[config.mk]
export PLATFORM = sky130hd
export DESIGN_NAME = io_input_port
export DESIGN_NICKNAME = d
export VERILOG_FILES = /design/src/rtl/io_input_port_pkg.sv /design/src/rtl/io_input_port_key_debounce.sv /design/src/rtl/io_input_port.sv
export SDC_FILE = /design/constraint.sdc
export NUM_CORES = 1
export LEC_CHECK = 0
export ABC_AREA = 1
export BUFFER_PORTS_ARGS = -buffer_cell sky130_fd_sc_hd__buf_2
export CORE_UTILIZATION = 45
export DETAILED_ROUTE_END_ITERATION = 10
export PLACE_DENSITY_LB_ADDON = 0.25
export SETUP_SLACK_MARGIN = 0.1
export SYNTH_ARGS = -nofsm -noshare
export SYNTH_HDL_FRONTEND = slang
export SYNTH_SLANG_ARGS = --single-unit
[constraint.sdc]
create_clock -name I_CLOCK -period 1.9 [get_ports I_CLOCK]
set_input_delay 0.57 -clock I_CLOCK [delete_from_list [all_inputs] [get_ports I_CLOCK]]
set_output_delay 0.57 -clock I_CLOCK [all_outputs]
set_load 0.02 [all_outputs]
[src/rtl/io_input_port_pkg.sv]
// ============================================================================
// io_input_port_pkg : register width, I/O address map and read-select decode
// Revision: 1.0
// ============================================================================
`default_nettype none

package io_input_port_pkg;

    localparam int REG_WIDTH = 16;
    localparam int NUM_SW    = 10;
    localparam int NUM_KEYS  = 4;

    localparam logic [REG_WIDTH-1:0] ADDR_IO_SW      = 16'hFFF0;
    localparam logic [REG_WIDTH-1:0] ADDR_IO_KEY     = 16'hFFF1;
    localparam logic [REG_WIDTH-1:0] ADDR_IO_KEYEDGE = 16'hFFF2;

    typedef enum logic [1:0] {
        SEL_NONE    = 2'd0,
        SEL_SW      = 2'd1,
        SEL_KEY     = 2'd2,
        SEL_KEYEDGE = 2'd3
    } rd_sel_e;

    function automatic rd_sel_e decode_addr(input logic [REG_WIDTH-1:0] addr);
        rd_sel_e sel;
        sel = SEL_NONE;
        if (addr == ADDR_IO_SW)           sel = SEL_SW;
        else if (addr == ADDR_IO_KEY)     sel = SEL_KEY;
        else if (addr == ADDR_IO_KEYEDGE) sel = SEL_KEYEDGE;
        return sel;
    endfunction

endpackage

`default_nettype wire

[src/rtl/io_input_port_key_debounce.sv]
// ============================================================================
// key_debounce : per-key stability filter with a one-cycle press (rise) pulse
// Revision: 1.0
// ============================================================================
`default_nettype none

module key_debounce #(
    parameter int DEBOUNCE_CYCLES = 1000
) (
    input  logic clk_i,
    input  logic rst_ni,
    input  logic level_i,
    output logic level_o,
    output logic rise_o
);

    localparam logic [15:0] c_last_count = 16'(DEBOUNCE_CYCLES - 1);

    logic [15:0] cnt_q;
    logic [15:0] cnt_d;
    logic        level_q;
    logic        level_d;

    // The counter only runs while the input disagrees, and is cleared on
    // acceptance, so it can never overflow.
    always_comb begin
        cnt_d   = cnt_q;
        level_d = level_q;
        rise_o  = 1'b0;
        if (level_i == level_q) begin
            cnt_d = 16'd0;
        end else if (cnt_q == c_last_count) begin
            level_d = level_i;
            cnt_d   = 16'd0;
            rise_o  = level_i;
        end else begin
            cnt_d = cnt_q + 16'd1;
        end
    end

    always_ff @(posedge clk_i or negedge rst_ni) begin
        if (!rst_ni) begin
            cnt_q   <= 16'd0;
            level_q <= 1'b0;
        end else begin
            cnt_q   <= cnt_d;
            level_q <= level_d;
        end
    end

    assign level_o = level_q;

endmodule

`default_nettype wire

[src/rtl/io_input_port.sv]
// ============================================================================
// io_input_port : memory-mapped switch/key input port, one-cycle read latency
// Revision: 1.0
// ============================================================================
`default_nettype none

module io_input_port
    import io_input_port_pkg::*;
#(
    parameter int DEBOUNCE_CYCLES = 1000,
    parameter int SYNC_STAGES     = 2
) (
    input  logic                 I_CLOCK,
    input  logic                 I_RESET_N,
    input  logic [NUM_SW-1:0]    I_SW,
    input  logic [NUM_KEYS-1:0]  I_KEY,
    input  logic                 I_ReadEnable,
    input  logic [REG_WIDTH-1:0] I_ReadAddr,
    output logic                 O_ReadValid,
    output logic                 O_ReadHit,
    output logic [REG_WIDTH-1:0] O_ReadData,
    output logic                 O_KeyEvent
);

    logic [SYNC_STAGES-1:0][NUM_SW-1:0]   sw_pipe_q;
    logic [SYNC_STAGES-1:0][NUM_KEYS-1:0] key_pipe_q;
    logic [NUM_SW-1:0]                    sw_sync;
    logic [NUM_KEYS-1:0]                  key_pressed;
    logic [NUM_KEYS-1:0]                  key_db;
    logic [NUM_KEYS-1:0]                  key_rise;

    logic [NUM_KEYS-1:0]  edge_q;
    logic [NUM_KEYS-1:0]  edge_d;
    logic [NUM_KEYS-1:0]  edge_clr;
    logic                 key_event_q;
    logic                 valid_q;
    logic                 hit_q;
    logic [REG_WIDTH-1:0] data_q;

    rd_sel_e              rd_sel;
    logic [REG_WIDTH-1:0] rd_data;

    always_ff @(posedge I_CLOCK or negedge I_RESET_N) begin
        if (!I_RESET_N) begin
            sw_pipe_q  <= '0;
            key_pipe_q <= {SYNC_STAGES{{NUM_KEYS{1'b1}}}};
        end else begin
            sw_pipe_q  <= {sw_pipe_q[SYNC_STAGES-2:0], I_SW};
            key_pipe_q <= {key_pipe_q[SYNC_STAGES-2:0], I_KEY};
        end
    end

    assign sw_sync     = sw_pipe_q[SYNC_STAGES-1];
    assign key_pressed = ~key_pipe_q[SYNC_STAGES-1];

    for (genvar k = 0; k < NUM_KEYS; k++) begin : g_key
        key_debounce #(
            .DEBOUNCE_CYCLES (DEBOUNCE_CYCLES)
        ) u_key_debounce (
            .clk_i   (I_CLOCK),
            .rst_ni  (I_RESET_N),
            .level_i (key_pressed[k]),
            .level_o (key_db[k]),
            .rise_o  (key_rise[k])
        );
    end

    // Read returns pre-clear EDGE; only returned bits clear, and a same-cycle
    // rise re-sets its bit so no press is ever lost.
    always_comb begin
        rd_sel   = decode_addr(I_ReadAddr);
        rd_data  = '0;
        edge_clr = '0;
        case (rd_sel)
            SEL_SW:      rd_data = {{(REG_WIDTH-NUM_SW){1'b0}}, sw_sync};
            SEL_KEY:     rd_data = {{(REG_WIDTH-NUM_KEYS){1'b0}}, key_db};
            SEL_KEYEDGE: rd_data = {{(REG_WIDTH-NUM_KEYS){1'b0}}, edge_q};
            default:     rd_data = '0;
        endcase
        if (I_ReadEnable && (rd_sel == SEL_KEYEDGE)) begin
            edge_clr = edge_q;
        end
        edge_d = (edge_q & ~edge_clr) | key_rise;
    end

    always_ff @(posedge I_CLOCK or negedge I_RESET_N) begin
        if (!I_RESET_N) begin
            edge_q      <= '0;
            key_event_q <= 1'b0;
            valid_q     <= 1'b0;
            hit_q       <= 1'b0;
            data_q      <= '0;
        end else begin
            edge_q      <= edge_d;
            key_event_q <= |edge_d;
            valid_q     <= I_ReadEnable;
            if (I_ReadEnable) begin
                hit_q  <= (rd_sel != SEL_NONE);
                data_q <= rd_data;
            end
        end
    end

    assign O_ReadValid = valid_q;
    assign O_ReadHit   = hit_q;
    assign O_ReadData  = data_q;
    assign O_KeyEvent  = key_event_q;

endmodule

`default_nettype wire

Yosys cells after proc, flatten, opt, wreduce, memory -nomap -nowiden --
Index checks and enable logic that the tools add are counted.
Word-level totals: register bits 119, output and inout bits 19
Cells by class: $add $sub $neg 4, equal/unequal tests 14, muxes and demuxes 21, bitwise gates (word level) 8, reductions and logical operators 7
Operators with widths (count):
- two-way mux 16 bit | 8
- adder 16 x 1 -> 16 bit, second input constant | 4
- == test 16 x 10 -> 1 bit, second input constant | 4
- == test 16 bit, second input constant | 3
- case mux 10 bit (3 select lines) | 1
- two-way mux 1 bit | 8
- NOT 4 bit | 2
- AND reduction 2 bit | 4
- two-way mux 2 bit | 3
- bitwise AND 4 bit | 1
- == test 1 bit | 4
- == test 2 bit, second input constant | 2
- two-way mux 4 bit | 1
- NOT 1 bit | 4
- bitwise OR 4 bit | 1
- OR reduction 4 bit | 1
- == test 2 x 1 -> 1 bit, second input constant | 1
- nonzero test 2 bit | 1
- logical AND 1 bit | 1

Depth between registers and ports, before layout --
word-level depth 11, gate-level depth with buffers 9, gate-level depth less buffers 9

Modules after synthesis --
From an unflattened synthesis, not the netlist that was laid out.
Unflattened totals: cells, all modules 652, area total of the unflattened synthesis 5454.0 um^2
Modules (own cells, without submodules):
- key_debounce | times used 4, cells an instance 125, area an instance 943.4 um^2, sequential area each 425.4 um^2
- io_input_port | times used 1, cells an instance 152, area an instance 1680.4 um^2, sequential area each 1136.1 um^2

Worst setup path after synthesis --
Ideal clock, no wire load.
path type input-to-reg, start point input I_ReadAddr[3], end point register key_event_q, in the netlist O_KeyEvent, arrival 1288 ps, required time 1781 ps, setup slack 493 ps, stages on the path 8, buffers on the path 0, cells stage by stage nor2_2 nand3_2 nor2_4 nand3_2 nand2_1 nand2_1 nor2_1 nand2_1
On the way: cells in the longest elaborated chain, start to end 11, elaborated cells on any way between the ends 13
Ends and longest elaborated chain:
- from (decl) | line io_input_port.sv:18 | input logic [REG_WIDTH-1:0] I_ReadAddr,
- == test 16 bit | line io_input_port_pkg.sv:29 | else if (addr == ADDR_IO_KEYEDGE) sel = SEL_KEYEDGE;
- two-way mux 2 bit | line io_input_port_pkg.sv:29
- two-way mux 2 bit | line io_input_port_pkg.sv:28 | else if (addr == ADDR_IO_KEY) sel = SEL_KEY;
- two-way mux 2 bit * | line io_input_port_pkg.sv:27 | if (addr == ADDR_IO_SW) sel = SEL_SW;
- == test 2 bit * | line io_input_port.sv:80 | if (I_ReadEnable && (rd_sel == SEL_KEYEDGE)) begin
- logical AND 1 bit * | line io_input_port.sv:80
- two-way mux 4 bit * | line io_input_port.sv:80
- NOT 4 bit * | line io_input_port.sv:83 | edge_d = (edge_q & ~edge_clr) | key_rise;
- bitwise AND 4 bit * | line io_input_port.sv:83
- bitwise OR 4 bit * | line io_input_port.sv:83
- named net edge_d[0] | line io_input_port.sv:33 | logic [NUM_KEYS-1:0] edge_d;
- OR reduction 4 bit * | line io_input_port.sv:95 | key_event_q <= |edge_d;
- to (signal assigned) | line io_input_port.sv:95
- to (decl) | line io_input_port.sv:35 | logic key_event_q;
The timed path passes the listed nets; every way through them passes the cells marked *. A chain may end at the register's enable or synchronous reset.

Worst setup path in the final report --
start point register g_key[0].u_key_debounce.cnt_q[0], end point register g_key[0].u_key_debounce.cnt_q[5]
On the way: cells in the longest elaborated chain, start to end 3, elaborated cells on any way between the ends 4
Ends and longest elaborated chain:
- from (decl) | line io_input_port_key_debounce.sv:19 | logic [15:0] cnt_q;
- from (signal assigned) | line io_input_port_key_debounce.sv:46 | cnt_q <= cnt_d;
- adder 16 x 1 -> 16 bit / == test 16 x 10 -> 1 bit (equally long branches) | line io_input_port_key_debounce.sv:37, io_input_port_key_debounce.sv:32
- two-way mux 16 bit * | line io_input_port_key_debounce.sv:32 | end else if (cnt_q == c_last_count) begin
- two-way mux 16 bit * | line io_input_port_key_debounce.sv:30 | if (level_i == level_q) begin
- named net g_key[0].u_key_debounce.cnt_d[5] | line io_input_port_key_debounce.sv:20 | logic [15:0] cnt_d;
Marked as above.

==> key figures <==
STA
  – Final hold vios: 0
  – RSZ-0062 raised after global routing: false
  – Max Clock Freq: 621.5 MHz
  – Min Hold Slack: 0.05342 ns
  – Fin worst setup slack: 0.2911 ns
  – Setup violations, final: 0
  – Pins Over Slew Limit: 0
  – Clock skew: 0.006252 ns
  – Setup TNS Final: 0 ns
  – Crit path time final: 1.609 ns
  – Period utilization: 0.8468

GRT
  – Overflow after GRT: 0
  – Initial antenna violation count: 0
  – Grt met1 use: 0.2448
  – Largest net degree at the start of global routing: 53
  – Total track usage: 0.1968
  – First-pass GRT wire length: 19,420 um
  – Met2 GRT Util: 0.3234
  – Busiest grt layer: met2
  – Met3 Use GR: 0.05670
  – Vias in the first global route: 4,326

CTS
  – Number of H-tree levels: 4
  – CTS Buf Count: 17
  – Clk sinks: 113
  – Setup Fix Bufs, Post-CTS: 0
  – Root buf cell: clkbuf_16
  – CTS Buffer Depth: 2
  – PostCTS Resize Cnt: 0
  – Cts hold-fix bufs: 0
  – Clock-pin slew on the worst setup and hold paths: 0.06 ns
  – Skew-Pair Late Insertion Delay: 0.41 ns
  – CTS tree: yes

Finish
  – Non-Filler Instances: 870
  – Final instance area: 6407 um^2
  – Final core occ: 0.5517
  – Final net count: 751
  – Layout cell share with drive strength beyond 1: 0.1816
  – Antenna cells: 0
  – Area growth, synth to finish: 17.56%

Placement
  – Worst slack, placed: 0.1925 ns
  – Area after DPL: 5873 um^2
  – PortBufs: 45
  – Cell count after placement: 838
  – DPL Wire Length: 8177 um
  – Routability congestion estimate: 0.8801

Outcome
  – Status: finished, violations left
  – Failing checks: DRC

Floorplan
  – I/O Pins: 52
  – Die area: 12,560 um^2
  – Die X-Extent: 112.1 um
  – Initial Util: 0.4693
  – Num rows: 39
  – Core area: 11,610 um^2
  – Overall die height: 112.1 um

Routing
  – DRT iter0 DRCs: 228
  – First-pass iteration count of the detailed router: 7
  – Residual DRC: 4
  – WL/cell: 12.85 um
  – Vias: 4,431
  – Via density: 5.093
  – Post-DRT Antenna Nets: 0
  – Routed Wire Length: 11,180 um

Synth
  – Ranking of synthesized cells by area: dfrtp_1, nand2_1, nor2_1
  – #FFs+latches synth: 113
  – Synthesized instance count: 650
  – Seq/Total Area, Yosys: 0.5207
  – Post-synth ARST share: 1.000
  – Yosys warning total: 0
  – Synth area leader: dfrtp_1
  – Ys flop type: dfrtp_1
  – Unique masters post-synth: 36
  – Synthesized area per cell: 8.385 um^2
  – EDFF count, synth: 0
  – Synth Cell Area: 5450 um^2
  – Top cell type's share of synthesized area: 0.4821

Setup path
  – CP max stage delay: 0.44 ns
  – Most used cell, CP: nand2_1
  – Crit path capture type: flop
  – Kind of critical path: reg -> reg
  – Crit-path cells: ha_1, nand2_1, nor3_1, nand3_1, nand2_1, nor3b_1
  – Crit start category: flop
  – Crit Path Max Fanout: 7
  – CP max stage cell: dfrtp_1
  – Critical Path RT: 2.19 ns
  – WP data arrival: 1.89 ns

Power and ir drop
  – Tot Pwr: 5.519 mW
  – Leakage: 2.832 nW
  – Worst vdd ir: 0.8596 mV
  – Pwr Density: 861.4 nW/um^2

Worst hold path
  – HP Class: in -> async

Flow run
  – MaxCap Viol Count: 0
-- critical path: cells and delay by family, from the launching register on --
family                     cells  cell delay, ns
DFF                            1            0.44
adders and majority gates      1            0.28
and+or+nand+nor                5            0.76
-- power breakdown --
| group | internal (mW) | switching (mW) | total [mW] |
|---|---|---|---|
| sequential | 2.47 | 0.0373 | 2.51 |
| combinational | 0.0700 | 0.145 | 0.215 |
| clock | 1.70 | 1.10 | 2.80 |
-- synth_stat cells, types with 4 or more instances --
library cell	n
inv_2	12
inv_1	50
nor3_1	21
dfstp_2	8
nand3_2	5
xor2_1	23
nand3_1	59
nor2_4	4
nor2_2	5
nand4_1	13
nand2_1	145
nor3b_1	8
a21oi_1	9
o21ai_1	13
nor3_2	14
dfrtp_1	105
ha_1	4
buf_4	7
nor2_1	121
-- final cells by class --
type / instances / area (um^2)
clock inverter: 12 / 87.58
clock buffer: 20 / 446.7
multi-input combinational: 467 / 2322
fill: 1037 / 5206
sequential: 113 / 2838
inverter: 65 / 244.0
tap: 143 / 178.9
timing repair buffer: 50 / 290.3
-- layout by cell type, fill, tap and decap left out, drive strengths merged, types with 2 or more instances in the layout --
cell type / Yosys / layout
clkbuf: 2 / 20
nand3: 64 / 64
nand2: 147 / 147
dfrtp: 105 / 105
clkinv: 3 / 9
xnor2: 3 / 3
a21oi: 9 / 9
inv: 62 / 63
ha: 4 / 4
nor3b: 9 / 9
nor2: 130 / 130
buf: 8 / 50
clkinvlp: 0 / 5
o21ai: 15 / 15
conb: 1 / 6
or2: 2 / 2
xor2: 23 / 23
nor3: 35 / 35
nand4: 13 / 13
dfstp: 8 / 8
-- path summary, 6_finish.rpt --
path                                                    end  cells after the start                             start  slack [ns]
hold reg to reg                                  sw_sync[6]                      0                      sw_pipe_q[6]        0.35
setup reg to reg           g_key[0].u_key_debounce.cnt_q[5]                      6  g_key[0].u_key_debounce.cnt_q[0]        0.29
hold / removal             g_key[3].u_key_debounce.cnt_q[0]                      1                         I_RESET_N        0.05
min in group I_CLOCK                          key_pipe_q[0]                      1                          I_KEY[0]        0.25
setup / recovery           g_key[0].u_key_debounce.cnt_q[5]                      6  g_key[0].u_key_debounce.cnt_q[0]        0.29
max in group asynchronous                     key_pipe_q[2]                      2                         I_RESET_N        1.24
-- flip-flops by register name (all words and copies together), names as in the netlist --
register and count:
edge_q 4, key_pipe_q 8, O_ReadData 10, sw_sync 10, O_ReadHit 1, g_key.u_key_debounce.level_o 4, O_ReadValid 1, sw_pipe_q 10
O_KeyEvent 1, g_key.u_key_debounce.cnt_q 64
-- cells by family after synthesis --
kind of cell	Yosys count	synth area share
fa+ha+maj	4	0.009183
xor+xnor	26	0.04178
simple gates	403	0.3430
buf+inv	75	0.05670
compound gates	28	0.02801
other cells	1	0.0006880
flops	113	0.5207
-- metal layers --
metal	up-vias	part of all wire	wire, um
met5	-	0	0
met4	0	0.016	180
met3	16	0.041	454
met2	96	0.50	5558
met1	2118	0.45	4985
li1	2201	-	-
No activity file was read; power rests on OpenSTA's default activity.
